## src/rtl/peak_find_frame.sv

```systemverilog
// Frame peak finder: scans FRAME_LEN valid samples, reports the largest value
// (or largest magnitude) and its position once per completed frame.
module peak_find_frame #(
  parameter int WIDTH     = 16,
  parameter int FRAME_LEN = 256,
  parameter int ABS_MODE  = 0,
  localparam int IDX_W    = $clog2(FRAME_LEN)
) (
  input  logic                    clk_i,
  input  logic                    rst_ni,
  input  logic signed [WIDTH-1:0] x_i,
  input  logic                    v_i,
  input  logic                    clr_i,
  output logic signed [WIDTH-1:0] peak_o,
  output logic [IDX_W-1:0]        peak_idx_o,
  output logic                    vout_o,
  output logic                    busy_o
);

  typedef enum logic {
    IDLE = 1'b0,
    ACC  = 1'b1
  } state_e;

  localparam logic signed [WIDTH-1:0] MinVal  = {1'b1, {(WIDTH-1){1'b0}}};
  localparam logic signed [WIDTH-1:0] MaxVal  = {1'b0, {(WIDTH-1){1'b1}}};
  localparam logic [IDX_W-1:0]        LastIdx = IDX_W'(FRAME_LEN - 1);

  state_e                  state_q, state_d;
  logic signed [WIDTH-1:0] run_peak_q, run_peak_d;
  logic [IDX_W-1:0]        run_idx_q, run_idx_d;
  logic [IDX_W-1:0]        cnt_q, cnt_d;
  logic signed [WIDTH-1:0] peak_q, peak_d;
  logic [IDX_W-1:0]        peak_idx_q, peak_idx_d;
  logic                    vout_q, vout_d;
  logic signed [WIDTH-1:0] cmp;
  logic                    is_last;
  logic                    is_greater;

  // Compare value: raw sample, or its magnitude with the most negative code clamped to max.
  always_comb begin
    cmp = x_i;
    if (ABS_MODE != 0 && x_i[WIDTH-1]) begin
      if (x_i == MinVal) begin
        cmp = MaxVal;
      end else begin
        cmp = -x_i;
      end
    end
  end

  assign is_last    = (state_q == ACC) && (cnt_q == LastIdx);
  assign is_greater = (cmp > run_peak_q);

  // State register; reset drops any partial frame.
  always_ff @(posedge clk_i or negedge rst_ni) begin
    if (!rst_ni) begin
      state_q <= IDLE;
    end else begin
      state_q <= state_d;
    end
  end

  // Next state: abort wins, a first sample opens a frame, the last sample closes it.
  always_comb begin
    state_d = state_q;
    if (clr_i) begin
      state_d = IDLE;
    end else if (v_i) begin
      if (state_q == IDLE) begin
        state_d = ACC;
      end else if (is_last) begin
        state_d = IDLE;
      end
    end
  end

  // Running peak tracking and result capture; strict compare keeps the earliest tie.
  always_comb begin
    run_peak_d = run_peak_q;
    run_idx_d  = run_idx_q;
    cnt_d      = cnt_q;
    peak_d     = peak_q;
    peak_idx_d = peak_idx_q;
    vout_d     = 1'b0;
    if (clr_i) begin
      cnt_d = '0;
    end else if (v_i) begin
      if (state_q == IDLE) begin
        run_peak_d = cmp;
        run_idx_d  = '0;
        cnt_d      = IDX_W'(1);
      end else begin
        if (is_greater) begin
          run_peak_d = cmp;
          run_idx_d  = cnt_q;
        end
        if (is_last) begin
          cnt_d      = '0;
          peak_d     = is_greater ? cmp : run_peak_q;
          peak_idx_d = is_greater ? cnt_q : run_idx_q;
          vout_d     = 1'b1;
        end else begin
          cnt_d = cnt_q + IDX_W'(1);
        end
      end
    end
  end

  // Datapath registers, all cleared by reset.
  always_ff @(posedge clk_i or negedge rst_ni) begin
    if (!rst_ni) begin
      run_peak_q <= '0;
      run_idx_q  <= '0;
      cnt_q      <= '0;
      peak_q     <= '0;
      peak_idx_q <= '0;
      vout_q     <= 1'b0;
    end else begin
      run_peak_q <= run_peak_d;
      run_idx_q  <= run_idx_d;
      cnt_q      <= cnt_d;
      peak_q     <= peak_d;
      peak_idx_q <= peak_idx_d;
      vout_q     <= vout_d;
    end
  end

  // Outputs come straight from registers; busy marks a partially filled frame.
  always_comb begin
    peak_o     = peak_q;
    peak_idx_o = peak_idx_q;
    vout_o     = vout_q;
    busy_o     = (state_q == ACC);
  end

endmodule

```

## config.mk

```make
export PLATFORM = sky130hd
export DESIGN_NAME = peak_find_frame
export DESIGN_NICKNAME = d
export VERILOG_FILES = /design/src/rtl/peak_find_frame.sv
export SDC_FILE = /design/constraint.sdc
export NUM_CORES = 1
export LEC_CHECK = 0
export BUFFER_PORTS_ARGS = -buffer_cell sky130_fd_sc_hd__buf_2
export CAP_MARGIN = 10
export CORE_MARGIN = 3
export CORE_UTILIZATION = 50
export CTS_CLUSTER_DIAMETER = 40
export DETAILED_ROUTE_END_ITERATION = 16
export GPL_TIMING_DRIVEN = 0
export PLACE_DENSITY = 0.71
export SLEW_MARGIN = 30
export SYNTH_ARGS = -nofsm -noshare
export SYNTH_HDL_FRONTEND = slang
export SYNTH_SLANG_ARGS = --single-unit
export TNS_END_PERCENT = 10
```

## constraint.sdc

```tcl
create_clock -name clk_i -period 7.5 [get_ports clk_i]
set_input_delay 0.75 -clock clk_i [delete_from_list [all_inputs] [get_ports clk_i]]
set_output_delay 0.75 -clock clk_i [all_outputs]
set_load 0.02 [all_outputs]
```

**After elaboration in Yosys (flattened, before gate mapping)**

Index checks and enable logic that the tools add are counted.

- Memory bits (writable): 0
- Memories kept: 0
- Word-level logic and storage cells: 31
- Latch bits: 0
- Register bits after elaboration: 58
- Output and inout port bits: 26
- Memory bits (read-only): 0
- Bits of input ports: 20

- Eq/ne operators: 1
- Bitwise gates (word level): 1
- $add $sub $neg: 1
- Muxes and demuxes: 16
- Order comparisons: 1
- Multipliers: 0
- Reduce and logical (&&, ||, !) cells: 4
- Divide/modulo/power cells: 0
- Shift-type cells: 0

Operators by type and width:

| cell | count |
|---|---|
| 8-bit two-way mux | 6 |
| 16-bit two-way mux | 2 |
| 16-bit > comparator | 1 |
| 8-bit by 1-bit adder with 8-bit output (second input constant) | 1 |
| 8-bit == test (second input constant) | 1 |
| 1-bit two-way mux | 8 |
| 4-bit AND reduction | 1 |
| 2-bit AND reduction | 1 |
| 2-bit nonzero test | 1 |
| 1-bit logical AND | 1 |
| 1-bit NOT | 1 |

**Longest topological paths before layout**

- Depth in word-level cells: 6
- Gate-level depth with buffers: 9
- Mapped depth without buffers: 9

**Worst setup path after synthesis**

OpenSTA, ideal clock, no wires.

- Path kind: in2reg
- Start: input port x_i[7]
- End: register run_peak_q[10]
- Slack: 4.707 ns
- Data arrival time: 2.668 ns
- Stages: 8
- Buffers on the path: 1
- Required time: 7.375 ns
- Setup time: 0.125 ns
- Cell sequence: ha_1 a21oi_1 o21ai_1 a2111oi_4 a31oi_4 o21ai_4 buf_12 mux2_4

- Word-level cells in the longest chain between the ends: 3

Ends and longest elaborated chain:

| item | line | RTL |
|---|---|---|
| from (decl) | 11 | `input logic signed [WIDTH-1:0] x_i,` |
| 16-bit > comparator | 53 | `assign is_greater = (cmp > run_peak_q);` |
| 16-bit two-way mux (2 in a row) | - |  |
| to (signal assigned) | 120 | `run_peak_q <= run_peak_d;` |
| to (decl) | 30 | `logic signed [WIDTH-1:0] run_peak_q, run_peak_d;` |

Every way passes these cells.
A chain may end at the register's enable or synchronous reset.

**Final worst setup path**

- Start: input port x_i[7]
- End: register run_peak_q[5]

The elaborated chain is that of the path after synthesis.

==> results.toml <==
[detailed_routing]
routedWlPerCell_um = 17.2
first_pass_iters = 4
viasPerCell = 5.99
vias = 2961
drt-initial-drc-count = 140
final_antenna_net_count = 0
drc_errors = 0
postRouteWirelength_um = 8510

[synth]
synth-edff-count = 0
yosysWarnings = 0
avgSynthCellArea_um2 = 9.68
synthMuxAreaShare_pct = 6.30
synth-main-ff-cell = "dfrtp_1"
synthXorXnorAreaFrac_pct = 0.253
syn_inst = 357
synth.cell_area_um2 = 3460
synth_nets = 394
synth-adder-area-share_pct = 6.15
synthSimpleGateAreaFrac_pct = 16.4
synth_compound_area_share_pct = 23.5
yosysSeqAreaShare_pct = 42.0
async_flop_share_pct = 100
synth-seq-cells = 58
post_synth_num_cell_types = 45
synth_top_family_by_area = "compound AO/OA/AOI/OAI gates"

[timing]
fmaxAchievable_mhz = 351
finalHoldViolations = 0
fin_crit_sh_pct = 37.9
min_period_ns = 2.85
slew_violations = 0
grt_setup_unrepaired = "no"
setup_viol = 0
maxSlewHeadroom_pct = 49.9
fin_skew_ns = 0.00475
tightestPinTransition_ns = 0.751
tns_ns = 0

[clocking]
cts.hold.buffers_added = 0
cts.sinks = 58
clk_latency_ns = 0.35
htree_levels = 3
clk_path_buf_depth = 2
clock-root-buffer = "clkbuf_8"
clk_pin_slew_ns = 0.07
postCtsSetupRepairBufs = 0
cts_made_buffers = 9
cts_resized = 0
cts_tree = "done"

[floorplanning]
die_w_um = 89.2
die_area_um2 = 7950
ioPinCount = 46
rows = 29
chipHeight_um = 89.2
start_util_pct = 52.9
core-area_um2 = 6530

[critical_path]
endpoint_kind = "flip-flop"
arrival_ns = 3.08
path_class = "primary input to flip-flop"
crit_required_ns = 7.74
path_max_fanout = 10
max_stage_delay_ns = 0.52
start_kind = "primary input"
worstPathCellList = "buf_2 -> ha_1 -> a21oi_1 -> o21ai_1 -> a2111oi_4 -> a31oi_4 -> o21ai_4 -> buf_12 -> mux2_4"
crit_slowest_cell = "a2111oi_4"

[place]
place_inst = 478
io_buffers = 44
routabilityCongestion = 0.886
dpl_cell_area_um2 = 3780
dp_hpwl_um = 5800

[global_route]
grt_util_all_layers_pct = 23.2
antenna_found_initial = 0
grt_max_degree = 59
grt.overflow.total = 0
grt_pass1_vias = 2866
grt_pass1_wl_um = 14100

[layout]
stdcell_count = 494
fin_nets = 449
fillers = 579
layout-drive-gt1-share_pct = 26.6
final_area_um2 = 4030
syn_to_final_growth_pct = 16.5
n_antenna_cell = 0

[min_path]
holdCritPathClass = "primary input to asynchronous set/reset pin"

[power]
ir_drop_uv = 107
power_leakage_nw = 1.86
p_per_area_nw_per_um2 = 243

[status]
outcome = "finished, final reports clean"

[flow_run]
cap_violations = 0
==> state kept, by name, summed over array words and instances (netlist names) <==
name / flops
peak_idx_o: 8
cnt_q: 8
vout_o: 1
busy_o: 1
run_idx_q: 8
run_peak_q: 16
peak_o: 16
==> path summary, 6_finish.rpt <==
path / startpoint / endpoint / slack (ns) / depth (start not counted)
setup / recovery: x_i[7] / run_peak_q[5]$_DFFE_PN0P_ / 4.65 / 9
hold / removal: rst_ni / run_peak_q[4]$_DFFE_PN0P_ / 0.46 / 1
setup reg to reg: run_peak_q[7]$_DFFE_PN0P_ / run_peak_q[5]$_DFFE_PN0P_ / 4.74 / 9
hold reg to reg: peak_idx_o[6]$_DFFE_PN0P_ / peak_idx_o[6]$_DFFE_PN0P_ / 0.49 / 2
max in group asynchronous: rst_ni / cnt_q[5]$_DFFE_PN0P_ / 6.54 / 1
min in group clk_i: peak_idx_o[6]$_DFFE_PN0P_ / peak_idx_o[6]$_DFFE_PN0P_ / 0.49 / 2
==> Yosys cell counts (2+ instances only) <==
cell type  count  area, um^2
a21oi_1        9        45.0
buf_2          4        20.0
clkbuf_1      19        71.3
dfrtp_1       58        1450
ha_1          17         213
inv_1         18        67.6
mux2_2         6        67.6
mux2_4        10         150
nand2_1       45         169
nand2b_1       5        31.3
nand3_1        6        30.0
nand4_1        3        18.8
nor2_1        17        63.8
nor2b_1        5        31.3
nor3_1         7        35.0
o2111ai_1      8        70.1
o211ai_1       9        67.6
o21ai_0       44         220
o21ai_1        3        15.0
o221a_2       20         225
o22a_1         2        17.5
o31ai_1        2        15.0
or3_1         18         113
==> layout make-up <==
type | count | area [um^2] | share of cell area, %
clock inverters | 5 | 100 | 2.49
flip-flops and latches | 58 | 1450 | 36.0
clock buffers | 11 | 151 | 3.76
inverters | 19 | 71.3 | 1.77
plain buffers | 25 | 115 | 2.86
well taps | 77 | 96.3 | 2.39
repair buffers | 44 | 223 | 5.53
multi-input cells | 255 | 1820 | 45.2
==> through the flow <==
step | utilization (%) | hold slack (ns) | worst slack (ns) | power [mW]
2_1_floorplan | - | 0.454 | 4.71 | 0.545
3_3_place_gp | 57.8 | 0.464 | 4.37 | 0.607
3_5_place_dp | 57.8 | 0.474 | 4.35 | 0.613
4_1_cts | 61.7 | 0.490 | 4.65 | 0.984
5_1_grt | 61.7 | 0.528 | 4.55 | 1.03
6_report | 61.7 | 0.460 | 4.65 | 0.980
==> layout by cell type, fill, tap and decap left out, types with 10 or more instances in the layout <==
cell,count
buf_2,47
clkbuf_1,19
clkbuf_8,11
dfrtp_1,58
ha_1,17
inv_1,18
mux2_4,10
nand2_1,45
nor2_1,17
o21ai_0,44
o221a_2,20
or3_1,18
==> critical path: cells and delay by family <==
| kind | cells | cell delay (ns) |
|---|---|---|
| AO/OA/AOI/OAI | 5 | 1.37 |
| adder cells (fa/ha/maj) | 1 | 0.32 |
| buffers and inverters | 2 | 0.32 |
| multiplexers | 1 | 0.31 |
==> routing by layer <==
layer / share of wire (%) / global-route usage [%]
met4: 1.1 / 7.04
met3: 4.5 / 4.70
met2: 49 / 39.0
met1: 45 / 30.1
met5: 0 / 0
==> where the power goes <==
| part | switching (mW) | internal (mW) |
|---|---|---|
| registers | 0.0315 | 0.343 |
| clock network | 0.131 | 0.238 |
| logic | 0.139 | 0.0974 |
==> cell families after synthesis <==
group	Yosys count
AO/OA/AOI/OAI	108
XOR/XNOR	1
AND/OR/NAND/NOR	113
multiplexers	16
buffers and inverters	44
flip-flops	58
adder cells (fa/ha/maj)	17
Power figures use the tool's default switching activity.
